File: src/rtl/joypad_ctrl.sv
// Joypad front end: debounces five push buttons, decodes a quadrature rotary
// encoder into timed Start/Select presses, and produces the key mask and interrupt.
module joypad_ctrl #(
  parameter int unsigned DEBOUNCE_CYCLES  = 41943,
  parameter int unsigned ROT_PULSE_CYCLES = 419430
) (
  input  logic       clk,
  input  logic       rst,
  input  logic       sw_n,
  input  logic       sw_s,
  input  logic       sw_e,
  input  logic       sw_w,
  input  logic       sw_c,
  input  logic       rot_a,
  input  logic       rot_b,
  input  logic       map_sel,
  input  logic       en,
  output logic [7:0] key,
  output logic       key_int
);

  localparam int unsigned NBTN = 5;
  localparam int unsigned B_N  = 0;
  localparam int unsigned B_S  = 1;
  localparam int unsigned B_E  = 2;
  localparam int unsigned B_W  = 3;
  localparam int unsigned B_C  = 4;

  localparam int unsigned DB_W = (DEBOUNCE_CYCLES > 1) ? $clog2(DEBOUNCE_CYCLES) : 1;
  localparam int unsigned PW   = $clog2(ROT_PULSE_CYCLES + 1);
  localparam logic [DB_W-1:0] DB_LAST    = DB_W'(DEBOUNCE_CYCLES - 1);
  localparam logic [PW-1:0]   PULSE_LOAD = PW'(ROT_PULSE_CYCLES);

  logic [NBTN-1:0] btn_raw;
  logic [NBTN-1:0] btn_s1;
  logic [NBTN-1:0] btn_s2;
  logic [NBTN-1:0] stable;
  logic [DB_W-1:0] db_cnt [NBTN];

  logic [1:0]      rot_s1;
  logic [1:0]      rot_s2;
  logic [1:0]      rot_prev;
  logic [2:0]      acc;
  logic [2:0]      acc_nxt;
  logic [3:0]      acc_sum;
  logic            step_cw;
  logic            det_cw;
  logic            det_ccw;
  logic [PW-1:0]   pulse_cnt;
  logic            pulse_cw;

  logic            active_map;
  logic [7:0]      btn_key;
  logic [7:0]      rot_key;
  logic [7:0]      key_next;

  assign btn_raw = {sw_c, sw_w, sw_e, sw_s, sw_n};

  // Two-flop synchronizers for every asynchronous input
  always_ff @(posedge clk or negedge rst) begin
    if (!rst) begin
      btn_s1 <= '0;
      btn_s2 <= '0;
      rot_s1 <= '0;
      rot_s2 <= '0;
    end else begin
      btn_s1 <= btn_raw;
      btn_s2 <= btn_s1;
      rot_s1 <= {rot_a, rot_b};
      rot_s2 <= rot_s1;
    end
  end

  // Per-button debounce: stable follows synced only after a full run of disagreement
  always_ff @(posedge clk or negedge rst) begin
    if (!rst) begin
      stable <= '0;
      for (int i = 0; i < NBTN; i++) db_cnt[i] <= '0;
    end else begin
      for (int i = 0; i < NBTN; i++) begin
        if (btn_s2[i] == stable[i]) begin
          db_cnt[i] <= '0;
        end else if (db_cnt[i] == DB_LAST) begin
          stable[i] <= btn_s2[i];
          db_cnt[i] <= '0;
        end else begin
          db_cnt[i] <= db_cnt[i] + DB_W'(1);
        end
      end
    end
  end

  // Quadrature step decode; a full detent is four steps ending in 00
  always_comb begin
    step_cw = 1'b0;
    acc_nxt = acc;
    det_cw  = 1'b0;
    det_ccw = 1'b0;
    case ({rot_prev, rot_s2})
      4'b0001, 4'b0111, 4'b1110, 4'b1000: step_cw = 1'b1;
      default:                            step_cw = 1'b0;
    endcase
    acc_sum = {acc[2], acc} + (step_cw ? 4'b0001 : 4'b1111);
    if (rot_s2 != rot_prev) begin
      if ((rot_s2 ^ rot_prev) == 2'b11) begin
        acc_nxt = '0;
      end else if (rot_s2 == 2'b00) begin
        acc_nxt = '0;
        det_cw  = (acc_sum == 4'b0100);
        det_ccw = (acc_sum == 4'b1100);
      end else begin
        acc_nxt = acc_sum[2:0];
      end
    end
  end

  always_ff @(posedge clk or negedge rst) begin
    if (!rst) begin
      rot_prev  <= '0;
      acc       <= '0;
      pulse_cnt <= '0;
      pulse_cw  <= 1'b0;
    end else begin
      rot_prev <= rot_s2;
      acc      <= acc_nxt;
      if (det_cw || det_ccw) begin
        pulse_cnt <= PULSE_LOAD;
        pulse_cw  <= det_cw;
      end else if (pulse_cnt != '0) begin
        pulse_cnt <= pulse_cnt - PW'(1);
      end
    end
  end

  // Map switches only with every button released so no bit can be left stuck
  always_ff @(posedge clk or negedge rst) begin
    if (!rst) begin
      active_map <= 1'b0;
    end else if (stable == '0) begin
      active_map <= map_sel;
    end
  end

  always_comb begin
    btn_key = '0;
    rot_key = '0;
    if (!active_map) begin
      btn_key[0] = stable[B_E];
      btn_key[1] = stable[B_W];
      btn_key[2] = stable[B_N];
      btn_key[3] = stable[B_S];
      btn_key[4] = stable[B_C];
    end else begin
      btn_key[4] = stable[B_N] | stable[B_C];
      btn_key[5] = stable[B_S];
      btn_key[6] = stable[B_W];
      btn_key[7] = stable[B_E];
    end
    if (pulse_cnt != '0) begin
      if (pulse_cw) rot_key[7] = 1'b1;
      else          rot_key[6] = 1'b1;
    end
    key_next = (btn_key | rot_key) & {8{en}};
  end

  always_ff @(posedge clk or negedge rst) begin
    if (!rst) begin
      key     <= '0;
      key_int <= 1'b0;
    end else begin
      key     <= key_next;
      key_int <= |(key_next & ~key);
    end
  end

endmodule

File: config.mk
export PLATFORM = sky130hd
export DESIGN_NAME = joypad_ctrl
export DESIGN_NICKNAME = d
export VERILOG_FILES = /design/src/rtl/joypad_ctrl.sv
export SDC_FILE = /design/constraint.sdc
export NUM_CORES = 1
export LEC_CHECK = 0
export BUFFER_PORTS_ARGS = -buffer_cell sky130_fd_sc_hd__buf_4
export CAP_MARGIN = 40
export CORE_ASPECT_RATIO = 0.5
export CORE_UTILIZATION = 24
export DETAILED_ROUTE_END_ITERATION = 8
export REMOVE_ABC_BUFFERS = 1
export SYNTH_ARGS = -nofsm -noshare
export SYNTH_HDL_FRONTEND = slang
export SYNTH_SLANG_ARGS = --single-unit
File: constraint.sdc
create_clock -name clk -period 5.6 [get_ports clk]
set_clock_uncertainty 0.15 [all_clocks]
set_input_delay 1.12 -clock clk [delete_from_list [all_inputs] [get_ports clk]]
set_output_delay 1.12 -clock clk [all_outputs]
set_load 0.02 [all_outputs]
Word-level counts from Yosys, hierarchy flattened
Index checks and enable logic that the tools add are counted.
{"block": "word_totals", "in_bits": 11, "ff_bits": 134, "word_cells": 97}
{"block": "classes", "muxes": 28, "n_reduce_logical": 12, "addsub": 7, "n_eq_ne": 18, "bitwise": 11}
{"op": "2-to-1 mux 16 bit", "count": 10}
{"op": "adder 16 x 1 -> 16 bit (second input constant)", "count": 5}
{"op": "== test 16 bit (second input constant)", "count": 5}
{"op": "2-to-1 mux 19 bit", "count": 2}
{"op": "nonzero test 19 bit", "count": 1}
{"op": "subtractor 19 x 1 -> 19 bit (second input constant)", "count": 1}
{"op": "bitwise AND 8 bit", "count": 2}
{"op": "== test 4 bit (second input constant)", "count": 3}
{"op": "2-to-1 mux 1 bit", "count": 10}
{"op": "AND reduction 2 bit", "count": 5}
{"op": "2-to-1 mux 3 bit", "count": 3}
{"op": "== test 4 x 3 -> 1 bit (second input constant)", "count": 2}
{"op": "2-to-1 mux 4 bit", "count": 2}
{"op": "NOT 8 bit", "count": 1}
{"op": "OR 8 bit", "count": 1}
{"op": "OR reduction 8 bit", "count": 1}
{"op": "== test 1 bit", "count": 5}
{"op": "logical NOT 5 bit", "count": 1}
{"op": "NOT 1 bit", "count": 5}
{"op": "adder 4 bit", "count": 1}
{"op": "== test 4 x 1 -> 1 bit (second input constant)", "count": 1}
{"op": "OR reduction 4 bit", "count": 1}
{"op": "== test 2 bit (second input constant)", "count": 1}
{"op": "logical NOT 2 bit", "count": 1}
{"op": "6 further kinds", "count": 6}

Longest topological paths before layout
{"block": "logic_depth", "ltp_word": 11, "ltp_mapped": 9, "mapped_depth_nobuf": 8}

Least setup slack after synthesis
Ideal clock, no wire load.
{"block": "synth_timing", "path_type": "register to register", "startpoint": "register rot_prev[0]", "endpoint": "register pulse_cnt[6]", "t_arrival_ns": 2.278, "synth_period_minus_slack_ns": 2.523, "n_path_buf": 2, "setup_slack_ns": 3.077, "t_required_ns": 5.355, "path_stages_with_launch": 10, "cell_sequence": "dfrtp_1 -> buf_1 -> xnor2_1 -> nand2_1 -> fa_1 -> xor2_1 -> and4_1 -> clkbuf_1 -> a21oi_1 -> o31ai_1"}
{"block": "synth_between", "elab_chain_cells": 11, "word_cells_on_any_way": 22, "classes_between": "add/sub: 1; eq/ne: 8; mux: 9; bitwise: 1; reduce/logical: 3"}
{"element": "start, declared", "line": "42", "rtl": "logic [1:0] rot_prev;"}
{"element": "start signal, assigned", "line": "124", "rtl": "rot_prev <= rot_s2;"}
{"element": "== test 4 x 1 -> 1 bit, or another cell as far along", "line": "99", "rtl": "case ({rot_prev, rot_s2})"}
{"element": "OR reduction 4 bit", "line": "99"}
{"element": "2-to-1 mux 1 bit", "line": "99"}
{"element": "2-to-1 mux 4 bit", "line": "103", "rtl": "acc_sum = {acc[2], acc} + (step_cw ? 4'b0001 : 4'b1111);"}
{"element": "adder 4 bit", "line": "103"}
{"element": "== test 4 x 3 -> 1 bit / == test 4 bit (equally long branches)", "line": "109, 110"}
{"element": "2-to-1 mux 1 bit", "line": "107", "rtl": "end else if (rot_s2 == 2'b00) begin"}
{"element": "2-to-1 mux 1 bit", "line": "105", "rtl": "if ((rot_s2 ^ rot_prev) == 2'b11) begin"}
{"element": "2-to-1 mux 1 bit", "line": "104", "rtl": "if (rot_s2 != rot_prev) begin"}
{"element": "logical OR 1 bit *", "line": "126", "rtl": "if (det_cw || det_ccw) begin"}
{"element": "2-to-1 mux 19 bit / nonzero test 2 bit (equally long branches)"}
{"element": "end signal, assigned", "line": "130", "rtl": "pulse_cnt <= pulse_cnt - PW'(1);"}
{"element": "end, declared", "line": "49", "rtl": "logic [PW-1:0] pulse_cnt;"}
Mark *: on every way between the ends. The rest lies on a longest branch, timed or not.
A chain may end at the register's enable or synchronous reset.

Worst setup path after layout
{"block": "layout_timing", "startpoint": "register rot_prev[0]", "endpoint": "register pulse_cnt[11]"}
Same word-level chain as after synthesis.

==> qor.csv <==
metric;value;unit
outcome;finished clean;
Worst Path Required;5.75;ns
initial antenna violation count;0;
Initial Util;24.78;%
DRT Pass-1 Iters;4;
Tmin final;2.854;ns
worst path cell trace;xnor2_1 -> nand2_1 -> fa_1 -> xor2_1 -> nand4_1 -> o211ai_1 -> nand2_1;
fin. max-slew vios;0;
CTS Hold Bufs;0;
Layout Area Growth over Synthesis;18.70;%
nets;665;
final setup violation count;0;
Max stage delay on crit path;0.62;ns
Die Ht;117.0;um
routed len/inst;11.66;um
IO Port Bufs;19;
Post-synth top flop;dfrtp_1;
final instance area;7530;um^2
share of cells above drive strength 1;9.861;%
postcts setup bufs;0;
largest net degree at the start of global routing;82;
Synth Area per Inst;10.35;um^2
CTS H-tree depth;4;
Synth async-reset ratio;100.0;%
Post-Syn Instances;613;
CTS Sinks;134;
1st-iter DRT viols;219;
relative slew slack;52.05;%
sequential area share after synthesis;52.86;%
Hold Fails Final Rpt;0;
CTS tree;yes;
Synth Cell Area;6344;um^2
crit path capture type;register;
R2R cell count;7;
gpl congestion;0.8022;
Post-CTS Resized;0;
Crit Path Max Fanout;12;
RSZ-0062 raised after global routing;no;
Synth Area in Compound Gates;3.767;%
largest family of logic cells by synthesized area;simple AND/OR/NAND/NOR gates;
fmax;350.4;MHz
data arrival at the endpoint of the critical path;3.00;ns
fin crit share;50.96;%
Vias;4327;
YS warnings;0;
Fill cells;2572;
CP startpoint kind;register;
root buf cell;clkbuf_16;
Post-synth EDFFs;0;
Slowest cell on crit path;dfrtp_1;
Placement Rows;41;
clk_lat worst skew;0.42;ns
setup tns final;0;ns
area leader, netlist;dfrtp_1;
Post-Synth XOR/XNOR Area;13.12;%
Most common cell on crit path;nand2_1;
die area;27130;um^2
routed vias/inst;4.358;
Placed Area;6892;um^2
maximum vdd ir drop;0.0002007;V
Antenna diodes;0;
PD cells;356.1;nW/um^2
worst hold path stage count;0;
CORE AREA;25600;um^2
post-synthesis simple-gate area fraction;23.77;%
vias in the first global route;4374;
Synth Register Bits;134;
critical path class;reg -> reg;
die width;231.9;um
Synth top area share;52.86;%
Synth Area in Adders;3.274;%
CTS Buf Count;17;
I/O pins;20;
mux contribution to synthesized area;1.381;%
Post-DP HPWL;7.895;mm
DRC violations left;0;
Final Routed Wirelength;11.57;mm
Hold Crit Class;reg -> reg;
Yosys cell types;50;
first-pass GRT wire length;20.36;mm
worst slew pin tran;0.7174;ns
P_leak;3.247;nW
Area contributors post-synth;dfrtp_1, xor2_1, nor2_1, xnor2_1, nand2_1;
DRT antenna net count;0;
Max Cap Viol;0;
clk buf depth;2;
global route total overflow;0;
Global Route Usage Sum;9.379;%
clock slew at reported path FFs;0.05;ns
[cells in the final DEF, fill, tap and decap left out, types with 3 or more instances in the layout]
cell type / Yosys / routed
and4_1: 11 / 11
xor2_1: 62 / 62
o21ai_0: 10 / 10
nor2_1: 99 / 99
nor2b_1: 4 / 4
clkbuf_8: 0 / 3
a21oi_1: 9 / 9
nor4_1: 11 / 11
xnor2_1: 33 / 33
bufinv_16: 0 / 4
dfrtp_1: 134 / 134
nand3_1: 34 / 34
nand4_1: 12 / 12
or4_1: 3 / 3
ha_1: 15 / 15
and2_1: 7 / 7
or3_1: 3 / 3
clkbuf_16: 0 / 17
buf_4: 0 / 19
nand4b_1: 6 / 6
and3_1: 16 / 16
mux2_2: 6 / 6
nor3_1: 13 / 13
inv_1: 14 / 14
nor4b_1: 6 / 6
clkinv_4: 0 / 4
nand2_1: 58 / 58
[through the flow]
stage          hold slack (ns)  total power [mW]  cells  worst slack [ns]  util, %
6_report                0.1948             2.681    993             2.746    29.41
5_1_grt                 0.2085             2.817    993             2.427    29.41
4_1_cts                 0.1978             2.714    993             2.716    29.41
3_5_place_dp            0.1856             1.506    963             2.724    26.92
3_3_place_gp            0.1854             1.489    962             2.869    26.81
2_1_floorplan           0.1812             1.395    598             3.163        -
[layer usage]
metal | global-route usage, % | wire, um | vias up
met1 | 10.67 | 5288 | 2139
met5 | 0 | 0 | -
met3 | 2.326 | 226 | 19
met2 | 16.68 | 5868 | 27
met4 | 4.693 | 191 | 0
li1 | - | - | 2142
[area by class of cell]
type | count | area (um^2) | area share, %
clock buffers | 20 | 466.7 | 6.198
well taps | 344 | 430.4 | 5.716
inverters | 14 | 52.55 | 0.6979
multi-input cells | 450 | 2874 | 38.17
flip-flops and latches | 134 | 3353 | 44.53
clock inverters | 10 | 171.4 | 2.276
repair buffers | 21 | 181.4 | 2.409
[worst max-delay path, delay by kind of cell (launching register included)]
kind | cells | cell delay, ns
compound gates | 1 | 0.28
fa+ha+maj | 1 | 0.40
simple gates | 3 | 0.74
xor+xnor | 2 | 0.54
flops | 1 | 0.62
[cell usage after synthesis, drive strengths merged, types with 3 or more instances]
library cell	instances
a21oi	9
and2	7
and3	16
and4	11
clkbuf	13
dfrtp	134
ha	15
inv	14
mux2	6
nand2	58
nand3	34
nand4	12
nand4b	6
nor2	99
nor2b	4
nor3	13
nor4	13
nor4b	8
o21ai	11
or3	3
or4	4
xnor2	33
xor2	62
[cell families after synthesis]
logic type / after synthesis
xor gates and xnor gates: 95
DFF: 134
buffers and inverters: 29
AOI/OAI and AO/OA: 37
muxes: 8
and+or+nand+nor: 294
adders and majority gates: 16
[where the power goes]
part | internal (mW) | switching [mW]
combinational | 0.143 | 0.167
sequential | 1.07 | 0.114
clock | 0.779 | 0.413
total | 1.99 | 0.694
[state kept, by name, indices dropped and copies added, names as in the netlist, 2 cells and up]
signal / flops
acc: 3
db_cnt: 80
key: 8
rot_prev: 2
btn_s1: 5
rot_s1: 2
btn_s2: 5
rot_s2: 2
stable: 5
pulse_cnt: 19
[worst paths after layout]
kind | slack [ns] | startpoint | to
setup / recovery | 2.75 | rot_prev[0] | pulse_cnt[11]
max in group asynchronous | 4.19 | rst | key_int
setup reg to reg | 2.75 | rot_prev[0] | pulse_cnt[11]
hold / removal | 0.19 | btn_s1[3] | btn_s2[3]
hold reg to reg | 0.19 | btn_s1[3] | btn_s2[3]
min in group asynchronous | 0.37 | rst | db_cnt[65]
Power figures use the tool's default switching activity.
